--- src/rtl/alu_arb_pkg.sv ---
// Shared definitions for the ALU-sharing arbiter: ALU opcodes, FSM states and
// an index-width helper.
package alu_arb_pkg;

  localparam logic [2:0] ALU_ADD    = 3'b000;
  localparam logic [2:0] ALU_SUB    = 3'b001;
  localparam logic [2:0] ALU_AND    = 3'b010;
  localparam logic [2:0] ALU_OR     = 3'b011;
  localparam logic [2:0] ALU_XOR    = 3'b100;
  localparam logic [2:0] ALU_OP_MAX = 3'b100;

  typedef enum logic [1:0] {
    IDLE = 2'd0,
    EXEC = 2'd1,
    RESP = 2'd2
  } state_t;

  // Width of a requester index; never less than one bit.
  function automatic int idx_w(input int n);
    return (n < 2) ? 1 : $clog2(n);
  endfunction

endpackage

--- src/rtl/alu_rr_grant.sv ---
// Combinational round-robin grant: first valid requester searching upward from
// last_grant+1 with wrap-around.
module alu_rr_grant
  import alu_arb_pkg::*;
#(
  parameter int N_REQ = 2,
  parameter int IW    = idx_w(N_REQ)
) (
  input  logic [N_REQ-1:0] req_valid,
  input  logic [IW-1:0]    last_grant,
  output logic [N_REQ-1:0] grant,
  output logic [IW-1:0]    grant_idx,
  output logic             any_req
);

  always_comb begin
    logic          found;
    logic [IW-1:0] cand;
    // NOTE: every variable gets a default before the search so no latch is inferred.
    found     = 1'b0;
    cand      = '0;
    grant     = '0;
    grant_idx = '0;
    any_req   = |req_valid;
    for (int k = 1; k <= N_REQ; k++) begin
      cand = IW'((int'(last_grant) + k) % N_REQ);
      if (!found && req_valid[cand]) begin
        found     = 1'b1;
        grant_idx = cand;
      end
    end
    if (any_req) grant[grant_idx] = 1'b1;
  end

endmodule

--- src/rtl/alu_share_arb.sv ---
// Round-robin sequencer time-sharing one external ALU among N_REQ requesters.
// Optional macro ALU_SHARE_ARB_OPCHK_EN adds rsp_err and short-circuits illegal ops.
module alu_share_arb
  import alu_arb_pkg::*;
#(
  parameter int N_REQ = 2,
  parameter int DW    = 32
) (
  input  logic                clk,
  input  logic                rst_n,
  input  logic [N_REQ-1:0]    req_valid,
  output logic [N_REQ-1:0]    req_ready,
  input  logic [3*N_REQ-1:0]  req_op,
  input  logic [DW*N_REQ-1:0] req_a,
  input  logic [DW*N_REQ-1:0] req_b,
  output logic [N_REQ-1:0]    rsp_valid,
  input  logic [N_REQ-1:0]    rsp_ready,
  output logic [DW-1:0]       rsp_result,
  output logic                rsp_zero,
  output logic [2:0]          alu_ctrl,
  output logic [DW-1:0]       alu_a,
  output logic [DW-1:0]       alu_b,
  input  logic [DW-1:0]       alu_out,
  input  logic                alu_zero
`ifdef ALU_SHARE_ARB_OPCHK_EN
  ,
  output logic                rsp_err
`endif
);

  localparam int IW = idx_w(N_REQ);

  state_t         state, state_d;
  logic [IW-1:0]  last_grant, cur_idx, grant_idx;
  logic [N_REQ-1:0] grant;
  logic           any_req, accept;

  logic [2:0]     op_v [N_REQ];
  logic [DW-1:0]  a_v  [N_REQ];
  logic [DW-1:0]  b_v  [N_REQ];
  logic [2:0]     sel_op;
  logic [DW-1:0]  sel_a, sel_b;

  for (genvar i = 0; i < N_REQ; i++) begin : g_unpack
    assign op_v[i] = req_op[3*i +: 3];
    assign a_v[i]  = req_a[DW*i +: DW];
    assign b_v[i]  = req_b[DW*i +: DW];
  end

  assign sel_op = op_v[grant_idx];
  assign sel_a  = a_v[grant_idx];
  assign sel_b  = b_v[grant_idx];

  alu_rr_grant #(.N_REQ(N_REQ), .IW(IW)) u_grant (
    .req_valid (req_valid),
    .last_grant(last_grant),
    .grant     (grant),
    .grant_idx (grant_idx),
    .any_req   (any_req)
  );

  assign req_ready = (state == IDLE) ? grant : '0;

  always_comb begin
    rsp_valid = '0;
    if (state == RESP) rsp_valid[cur_idx] = 1'b1;
  end

  always_comb begin
    state_d = state;
    accept  = 1'b0;
    case (state)
      IDLE: if (any_req) begin
        accept  = 1'b1;
        state_d = EXEC;
`ifdef ALU_SHARE_ARB_OPCHK_EN
        if (sel_op > ALU_OP_MAX) state_d = RESP;
`endif
      end
      EXEC:    state_d = RESP;
      RESP:    if (rsp_ready[cur_idx]) state_d = IDLE;
      default: state_d = IDLE;
    endcase
  end

  // NOTE: sequential state uses non-blocking assignments so all registers update together.
  always_ff @(posedge clk or negedge rst_n) begin
    if (!rst_n) state <= IDLE;
    else        state <= state_d;
  end

  // Datapath registers are reset as well, so every output reads 0 during reset.
  always_ff @(posedge clk or negedge rst_n) begin
    if (!rst_n) begin
      last_grant <= IW'(N_REQ - 1);
      cur_idx    <= '0;
      alu_ctrl   <= '0;
      alu_a      <= '0;
      alu_b      <= '0;
      rsp_result <= '0;
      rsp_zero   <= 1'b0;
`ifdef ALU_SHARE_ARB_OPCHK_EN
      rsp_err    <= 1'b0;
`endif
    end else begin
      if (accept) begin
        last_grant <= grant_idx;
        cur_idx    <= grant_idx;
`ifdef ALU_SHARE_ARB_OPCHK_EN
        if (sel_op > ALU_OP_MAX) begin
          rsp_result <= '0;
          rsp_zero   <= 1'b0;
          rsp_err    <= 1'b1;
        end else begin
          alu_ctrl <= sel_op;
          alu_a    <= sel_a;
          alu_b    <= sel_b;
          rsp_err  <= 1'b0;
        end
`else
        alu_ctrl <= sel_op;
        alu_a    <= sel_a;
        alu_b    <= sel_b;
`endif
      end
      if (state == EXEC) begin
        rsp_result <= alu_out;
        rsp_zero   <= alu_zero;
      end
    end
  end

endmodule

--- config.mk ---
export PLATFORM = sky130hd
export DESIGN_NAME = alu_share_arb
export DESIGN_NICKNAME = d
export VERILOG_FILES = /design/src/rtl/alu_arb_pkg.sv /design/src/rtl/alu_rr_grant.sv /design/src/rtl/alu_share_arb.sv
export SDC_FILE = /design/constraint.sdc
export NUM_CORES = 1
export LEC_CHECK = 0
export ABC_CLOCK_PERIOD_IN_PS = 1400
export BUFFER_PORTS_ARGS = -buffer_cell sky130_fd_sc_hd__buf_2
export CORE_ASPECT_RATIO = 1.1
export CORE_UTILIZATION = 35
export CTS_CLUSTER_DIAMETER = 40
export DETAILED_ROUTE_END_ITERATION = 16
export GPL_TIMING_DRIVEN = 0
export PLACE_DENSITY_LB_ADDON = 0.2
export SLEW_MARGIN = 10
export SYNTH_ARGS = -nofsm -noshare
export SYNTH_HDL_FRONTEND = slang
export SYNTH_SLANG_ARGS = --single-unit
export TNS_END_PERCENT = 1
--- constraint.sdc ---
create_clock -name clk -period 1.4 [get_ports clk]
set_clock_uncertainty 0.05 [all_clocks]
set_input_delay 0.14 -clock clk [delete_from_list [all_inputs] [get_ports clk]]
set_output_delay 0.14 -clock clk [all_outputs]
set_load 0.02 [all_outputs]
### Word level (Yosys, flattened, before mapping)

Cells that the tools add are included.

| word-level totals | value |
|---|---|
| input bits | 173 |
| output and inout bits | 104 |
| bits in registers | 104 |
| word-level logic and storage cells | 59 |

| cells by class | value |
|---|---|
| bitwise logic cells | 1 |
| muxes and demuxes | 30 |
| equal/unequal tests | 4 |
| magnitude comparators | 7 |
| reduce and logical (&&, ||, !) cells | 7 |
| $add $sub $neg | 2 |

Operators by type and width:

| operator | count |
|---|---|
| $mux 32 | 6 |
| $mux 1 | 13 |
| $mux 2 | 5 |
| $mux 3 | 3 |
| $lt 1x2->1 const B | 4 |
| $pmux 2 s3 | 1 |
| $logic_and 1x1->1 | 3 |
| $add 1x1->1 const B | 2 |
| $demux 1 s1 | 2 |
| $eq 2x1->1 const B | 1 |
| $eq 2x2->1 const B | 1 |
| $ge 1x1->1 const B | 2 |
| $ge 2x2->1 const B | 1 |
| $logic_not 2->1 | 1 |
| $ne 2x1->1 const B | 1 |
| $ne 2x2->1 const B | 1 |
| $not 1->2 | 1 |
| $reduce_and 2->1 | 1 |
| $reduce_or 2->1 | 1 |
| $logic_not 1->1 | 1 |

### Longest topological paths before layout

Gate-level depths: netlist of run 1.

| logic depth | value |
|---|---|
| depth in word-level cells | 13 |
| depth in mapped cells | 5 |
| gate-level depth less buffers | 4 |

### By module

From an unflattened synthesis of run 1, not the netlist that was laid out.

| second synthesis, totals | value |
|---|---|
| cells, all modules | 307 |
| area, all modules | 4838.4 sq um |

Modules (own cells, without submodules):

| module | instances | sequential area each (sq um) | cells each | area each (sq um) |
|---|---|---|---|---|
| alu_share_arb | 1 | 2603.7 | 302 | 4805.9 |
| alu_rr_grant | 1 | 0.0 | 5 | 32.5 |

### Worst setup path after synthesis of run 1

No wires, ideal clock.

| path | value |
|---|---|
| path type | reg-to-reg |
| start point | register last_grant |
| end point | register alu_a[23] |
| buffers on the path | 2 |
| clock period less this slack | 1.507 ns |
| library setup time | 0.126 ns |
| data required time | 1.224 ns |
| setup slack | -0.107 ns |
| arrival | 1.331 ns |
| stages on the path, launching flop included | 6 |
| path through | dfstp_2 -> a21boi_1 -> buf_2 -> buf_2 -> and3_1 -> a221o_1 |

| between the ends | value |
|---|---|
| word-level cells in the longest chain between the ends | 11 |
| elaborated cells on any way between the ends | 15 |
| those cells by class | 2 x add/sub; 10 x mux; 1 x bitwise; 2 x reduce/logical |

RTL lines:

| element | line | source |
|---|---|---|
| from (decl) | alu_share_arb.sv:34 | `logic [IW-1:0] last_grant, cur_idx, grant_idx;` |
| from (signal assigned) | alu_share_arb.sv:95 | `last_grant <= IW'(N_REQ - 1);` |
| from (signal assigned) | alu_share_arb.sv:107 | `last_grant <= grant_idx;` |
| $add 1x1->1 | alu_rr_grant.sv:26 | `cand = IW'((int'(last_grant) + k) % N_REQ);` |
| $mux 1 (not written as such) (2 in a row) | alu_rr_grant.sv:27 | `if (!found && req_valid[cand]) begin` |
| $mux 1 | alu_rr_grant.sv:27 |  |
| $logic_not 1->1 | alu_rr_grant.sv:27 |  |
| $logic_and 1x1->1 | alu_rr_grant.sv:27 |  |
| $mux 1 * | alu_rr_grant.sv:27 |  |
| $not 1->2 (not written as such) * | alu_share_arb.sv:51 | `assign sel_a = a_v[grant_idx];` |
| $mux 32 (not written as such) * (3 in a row) | alu_share_arb.sv:51 |  |
| to (signal assigned) | alu_share_arb.sv:122 | `alu_a <= sel_a;` |
| to (decl) | alu_share_arb.sv:21 | `output logic [DW-1:0] alu_a,` |

Every way passes the cells marked *; elsewhere a longest branch is shown, timed or not. The select of a mux whose other input is x is not followed.
A chain may end at the register's enable or synchronous reset.

### Worst setup path in the final report of run 1

| path | value |
|---|---|
| start point | register last_grant |
| end point | register alu_a[4] |

Same word-level chain as after synthesis.

==> results of run 1 <==
stage by stage:
step	worst slack [ns]	power (mW)	cell area, um2
after floorplan	-0.0793	10.1	4410
after CTS	-0.247	16.0	7480
after global placement	-0.966	12.8	5980
final	-0.232	16.2	7550
after detailed placement	-0.500	12.9	6010
after global routing	-0.284	17.2	7550
registers in the layout, summed over array words and instances (netlist names):
signal,flops
cur_idx,1
state,2
alu_b,32
last_grant,1
alu_ctrl,3
rsp_result,32
rsp_zero,1
alu_a,32
power breakdown:
group,switching [mW],total (mW),internal (mW)
Combinational,4.61,8.28,3.66
Sequential,0.836,5.36,4.53
Clock,1.13,2.55,1.42
Total,6.58,16.2,9.61
Yosys cell counts, drive strengths merged:
library cell / n / area share
dfrtp: 103 / 0.59
and3: 61 / 0.087
a221o: 60 / 0.14
mux2: 34 / 0.087
buf: 23 / 0.037
nand2: 15 / 0.013
clkbuf: 10 / 0.0085
a21oi: 7 / 0.0080
a31oi: 7 / 0.010
nand2b: 3 / 0.0043
nor2: 3 / 0.0031
a21o: 2 / 0.0034
inv: 2 / 0.0017
a21bo: 1 / 0.0023
a21boi: 1 / 0.0017
dfstp: 1 / 0.0060
nor3: 1 / 0.0011
o21ai: 1 / 0.0011
or2: 1 / 0.0014
worst min-delay path: cells and delay by family:
family | cells | cell delay [ns]
buffers and inverters | 1 | 0.10
AOI/OAI and AO/OA | 1 | 0.07
and+or+nand+nor | 1 | 0.05
cell type report:
type                       instances  area (um2)
clock buffer                      10         229
timing repair buffer             388        2520
multi-input combinational        197        1640
buffer                            32         280
fill                             960        4590
clock inverter                     6        76.3
tap                              154         193
sequential                       104        2600
inverter                           2        7.51
worst min path at each step:
| stage | startpoint | end | slack, ns | cells after the start |
|---|---|---|---|---|
| finish | req_a[27] | alu_a[27]$_DFFE_PN0P_ | 0.01 | 3 |
| global route | req_b[3] | alu_b[3]$_DFFE_PN0P_ | 0.02 | 2 |
| CTS | req_a[27] | alu_a[27]$_DFFE_PN0P_ | 0.004 | 3 |
| detailed placement | rst_n | rsp_result[24]$_DFFE_PN0N_ | 0.03 | 1 |
| global placement | alu_out[24] | rsp_result[24]$_DFFE_PN0N_ | 0.30 | 2 |
| floorplan | rst_n | alu_a[0]$_DFFE_PN0P_ | -0.21 | 0 |
kinds of logic after synthesis:
| logic type | count (synthesis) |
|---|---|
| muxes | 34 |
| and+or+nand+nor | 84 |
| DFF | 104 |
| AOI/OAI and AO/OA | 79 |
| buffers and inverters | 35 |
timing repair:
item	4_1_cts	5_1_grt
hold buffers	105	0
pin swaps	2	0
hold endpoints to repair	141	0
setup buffers	5	1
resized for setup	26	17
setup endpoints to repair	103	101
layer usage:
metal,wire [um],vias to the layer above,GRT usage,share of wire
li1,-,2094,-,-
met1,5870,2133,0.257,0.40
met2,7510,210,0.397,0.51
met3,987,33,0.0521,0.067
met4,413,0,0.0929,0.028
met5,0,-,0,0
==> metrics.cfg, run 1 <==
[synth]
synth_compound_area_frac = 0.163
ys_ff_latch = 104
synthMuxAreaShare = 0.0871
ys_types = 25
synthAdderAreaFrac = 0
synth_warnings = 0
synth_nets = 509
synth-seq-area-share = 0.593
yosys.area_share.simple = 0.110
synthCells = 336
synth_top_family_by_area = compound AO/OA/AOI/OAI gates
syn_area_um2 = 4390
syn_area_per_cell_um2 = 13.1
synth_xor_area_frac = 0

[routing]
num_vias = 4470
dr.pass1.iters = 5
drc = 0
antenna_left = 0
drt-total-wl_um = 14800
wire_per_inst_um = 16.6
routed_via_density = 5.01
dr.first_iter.drc_count = 214

[setup_path]
crit_start = last_grant$_DFFE_PN1P_
rrSetupSlack_ns = -0.23
r2r_end = alu_a[4]$_DFFE_PN0P_
reg2reg_depth = 5
regToRegStartpoint = last_grant$_DFFE_PN1P_
critPathSlowestCell = dfstp_2
cp.depth = 5
required_ns = 1.56
crit_family = flip-flops
endpoint = alu_a[4]$_DFFE_PN0P_
max_stage_delay_ns = 0.56
worstSetupPathType = reg2reg
startpoint_type = flop
arrival_ns = 1.80
critPathBufInv = 2
worst_setup_path_end_kind = flop
path_cells = a21boi_2 -> buf_6 -> buf_4 -> and3_1 -> a221o_1
crit_fanout = 10

[power_and_ir_drop]
p_leak_nw = 3.99
ir_worst_vdd_mv = 1.19
p_per_area_nw_per_um2 = 2140

[sta]
setup_violations = 93
drv_slew = 0
fin_hold_ws_ns = 0.0145
period_needed_ns = 1.63
maxSlewHeadroom = 0.727
rsz0062_at_grt = yes
fin_setup_tns_ns = -13.75
min_period_over_period = 1.17
finalHoldViolCount = 0
fmax_ghz = 0.613
tightest_slew_ns = 0.410
layout_setup_ws_ns = -0.232

[clock_network]
ctsHtreeMaxLevel = 3
cts_root_buf = clkbuf_16
path_clk_slew_ns = 0.07
cts_tree = done
clock_latency_ns = 0.34
cts_sinks = 104
cts_buffers = 9
clockBufferDepth = 2

[floorplan]
die_area_um2 = 13000
boundaryPins = 277
dieWidth_um = 109
start_util = 0.362
coreArea_um2 = 12100
fp-row-count = 42
die_h_um = 120

[placed_design]
dp_cells = 767
dp_hpwl_um = 10100
gp_congestion = 0.791
numPortBuffers = 276

[final_layout]
layout_common_cells = buf_2, dlygate4sd3_1, dfrtp_1
final_cells = 893
layout-drive-gt1-share = 0.457
final_common_cell = buf_2
diodes = 0
synthToLayoutAreaGrowth_pct = 71.9
post-route-util = 0.622
final_net_count = 907

[global_routing]
grt_pass1_wl_um = 22500
grt_max_degree = 63
grt-ovfl-total = 0
grt_usage = 0.225
first_global_vias = 4667
antenna_found_initial = 0

[status]
violations = setup timing
status = finished, violations left

[run]
cap_violations = 0

[worst_hold_path]
hp-class = in2reg

Power figures use the tool's default switching activity.
==> run 2: changes to the inputs <==
CTS_BUF_LIST = sky130_fd_sc_hd__clkbuf_4   (was default)
==> metrics.cfg, run 2 <==
[synth]
synth.area.top_cells = dfrtp_1, a221o_1, and3_1  ; unchanged
yosysTopAreaCellShare = 0.587  ; unchanged
synth-seq-area-share = 0.593  ; unchanged
synth_nets = 509  ; unchanged
synthCells = 336  ; unchanged
syn_area_per_cell_um2 = 13.1  ; unchanged
ys_ff_latch = 104  ; unchanged
synth.largest_area_cell = dfrtp_1  ; unchanged
synth_commonest_cells = dfrtp_1, and3_1, a221o_1, mux2_1, buf_2  ; unchanged
ys.flop_type = dfrtp_1  ; unchanged
synth-edff-count = 0  ; unchanged
synth-async-reset-ratio = 1.00  ; unchanged
ys_types = 25  ; unchanged
yosysMostFrequentCell = dfrtp_1  ; unchanged
syn_area_um2 = 4390  ; unchanged
synth_warnings = 0  ; unchanged

[placed_design]
post-place-ws_ns = -0.500  ; unchanged
dp_hpwl_um = 10100  ; unchanged
numPortBuffers = 276  ; unchanged
gp_congestion = 0.791  ; unchanged

[clock_network]
cts_buffers = 9  ; unchanged
ctsHtreeMaxLevel = 3  ; unchanged
cts_sinks = 104  ; unchanged
clockBufferDepth = 2  ; unchanged
cts_root_buf = clkbuf_4  ; was clkbuf_16
post_cts_buffers = 4  ; was 5
ctsResizeCount = 35  ; was 26
ctsHoldBuffers = 158  ; was 105

[floorplan]
die_h_um = 120  ; unchanged
boundaryPins = 277  ; unchanged
fp-row-count = 42  ; unchanged
dieWidth_um = 109  ; unchanged
start_util = 0.362  ; unchanged

[status]
failed_stage = clock tree synthesis
error = [ERROR RSZ-0060] Max buffer count reached.
status = stopped before the end  ; was finished, violations left

-- run 2: logic make-up after synthesis --
logic type      count (synthesis)  share of synthesized area
compound gates                 79                      0.163
simple gates                   84                      0.110
buf+inv                        35                     0.0470
flops                         104                      0.593
mux                            34                     0.0871
-- run 2: stage by stage --
stage / hold slack (ns) / instances / area (um2) / TNS (ns) / util
after detailed placement: 0.0339 / 767 / 6010 / -34.02 / 0.495
after global placement: 0.302 / 766 / 5980 / -132.34 / 0.493
after floorplan: -0.206 / 336 / 4410 / -3.84 / -
==> run 3: changes to the inputs <==
ABC_CLOCK_PERIOD_IN_PS = 1800   (was 1400)
CORE_ASPECT_RATIO = default   (was 1.1)
CORE_UTILIZATION = 20   (was 35)
CTS_BUF_LIST = default   (was sky130_fd_sc_hd__clkbuf_4)
CTS_CLUSTER_DIAMETER = default   (was 40)
PLACE_DENSITY_LB_ADDON = 0.15   (was 0.2)
clock period = 1.8 ns   (was 1.4 ns; I/O delays follow)
==> metrics.cfg, run 3 (synthesized netlist as in run 1, its figures left out) <==
[sta]
drv_slew = 0
rsz0062_at_grt = yes
fmax_ghz = 0.563
setup_violations = 0
fin_setup_tns_ns = 0
finalHoldViolCount = 0
layout_setup_ws_ns = 0.0229
maxSlewHeadroom = 0.658
tightest_slew_ns = 0.513
period_needed_ns = 1.78
min_period_over_period = 0.987

[global_routing]
antenna_found_initial = 0
first_global_vias = 4334
grt-ovfl-total = 0
grt_max_degree = 54
grt_usage = 0.141
grt_pass1_wl_um = 24100

[floorplan]
coreArea_um2 = 21300
fp-row-count = 53  ; was 42
dieWidth_um = 150  ; was 109 um
die_area_um2 = 22600
start_util = 0.206  ; was 0.362
boundaryPins = 277  ; unchanged
die_h_um = 150  ; was 120 um

[setup_path]
endpoint = req_ready[0]
worst_setup_path_end_kind = primary output
startpoint_type = flop
worstSetupPathType = reg2out
r2r_end = alu_a[17]$_DFFE_PN0P_
rrSetupSlack_ns = 0.05
reg2reg_depth = 6
regToRegStartpoint = state[1]$_DFFE_PN0P_
crit_start = last_grant$_DFFE_PN1P_
required_ns = 1.57
arrival_ns = 1.55
crit_fanout = 10

[final_layout]
nFillCells = 2216
top_regs = alu_a (32), alu_b (32), rsp_result (32)
final_common_cell = buf_2
final_cells = 962
layout-drive-gt1-share = 0.482
synthToLayoutAreaGrowth_pct = 61.4
final_net_count = 853
layout_common_cells = buf_2, dfrtp_1, and3_1

[clock_network]
cts_buffers = 9  ; unchanged
cts_root_buf = clkbuf_16  ; was clkbuf_4
cts_sinks = 104  ; unchanged
ctsHtreeMaxLevel = 3  ; unchanged
clock_latency_ns = 0.35
clockBufferDepth = 2  ; unchanged
cts_tree = done
path_clk_slew_ns = 0.07

[placed_design]
dp_hpwl_um = 12200  ; was 10100 um
gp_congestion = 0.770  ; was 0.791
post-place-ws_ns = -0.305  ; was -0.500 ns
numPortBuffers = 276  ; unchanged
dp_cells = 888  ; was 767

[routing]
num_vias = 4240
wire_per_inst_um = 16.7
antenna_left = 0
routed_via_density = 4.41
dr.first_iter.drc_count = 143
dr.pass1.iters = 4
drt-total-wl_um = 16100
drc = 0

[worst_hold_path]
hp-class = in2reg

[power_and_ir_drop]
p_per_area_nw_per_um2 = 1750
ir_worst_vdd_mv = 0.542
p_leak_nw = 3.71

[status]
status = completed  ; was stopped before the end

[run]
cap_violations = 0

[run 3: worst min-delay path by stage]
| stage | startpoint | cells past startpoint | to |
|---|---|---|---|
| 2_1_floorplan | rst_n | 0 | alu_a[0]$_DFFE_PN0P_ |
| 3_3_place_gp | alu_out[31] | 2 | rsp_result[31]$_DFFE_PN0N_ |
| 3_5_place_dp | rst_n | 1 | alu_b[30]$_DFFE_PN0P_ |
| 4_1_cts | req_b[21] | 2 | alu_b[21]$_DFFE_PN0P_ |
| 5_1_grt | req_a[31] | 2 | alu_a[31]$_DFFE_PN0P_ |
| 6_report | req_b[21] | 2 | alu_b[21]$_DFFE_PN0P_ |
[run 3: area by class of cell]
| type | count | area [um2] | share of cell area |
|---|---|---|---|
| sequential | 104 | 2610 | 0.367 |
| antenna | 2 | 5.00 | 0.000705 |
| buffer | 32 | 218 | 0.0307 |
| clock inverter | 3 | 47.5 | 0.00670 |
| inverter | 2 | 7.51 | 0.00106 |
| timing repair buffer | 334 | 1990 | 0.280 |
| clock buffer | 13 | 270 | 0.0381 |
| multi-input combinational | 197 | 1610 | 0.227 |
| tap | 275 | 344 | 0.0485 |
[run 3: what timing repair did]
item,CTS,global route
hold buffers,52,1
setup endpoints to repair,71,66
gates resized for setup,8,14
cloned,0,0
setup buffers,4,0
pin swaps,2,0
endpoints found under the hold margin,103,1
[run 3: stage by stage]
stage | util | power [mW] | hold slack, ns | instance area [um2]
2_1_floorplan | - | 7.86 | -0.166 | 4390
3_3_place_gp | 0.287 | 10.1 | 0.344 | 6120
3_5_place_dp | 0.289 | 10.2 | 0.121 | 6150
4_1_cts | 0.331 | 12.6 | 0.0000116 | 7050
5_1_grt | 0.333 | 13.2 | 0.000898 | 7090
6_report | 0.333 | 12.4 | 0.0161 | 7090
[run 3: routing by layer]
| layer | share of wire | vias to the layer above | global-route usage |
|---|---|---|---|
| met4 | 0.020 | 0 | 0.0581 |
| met3 | 0.047 | 22 | 0.0261 |
| met5 | 0 | - | 0 |
| met1 | 0.42 | 2099 | 0.172 |
| met2 | 0.52 | 139 | 0.245 |
| li1 | - | 1980 | - |
[run 3: critical path: stages, from the launching register on]
cell and delay (ns):
dfstp_2 0.58, nand2b_1 0.11, and3_1 0.15, buf_6 0.11, buf_12 0.13, buf_8 0.12
[run 3: power by group]
| part | switching, mW | internal (mW) | leakage (nW) |
|---|---|---|---|
| Sequential | 0.638 | 3.52 | 1.25 |
| Clock | 0.910 | 1.20 | 0.156 |
| Combinational | 3.60 | 2.55 | 2.30 |
| Total | 5.15 | 7.28 | 3.71 |
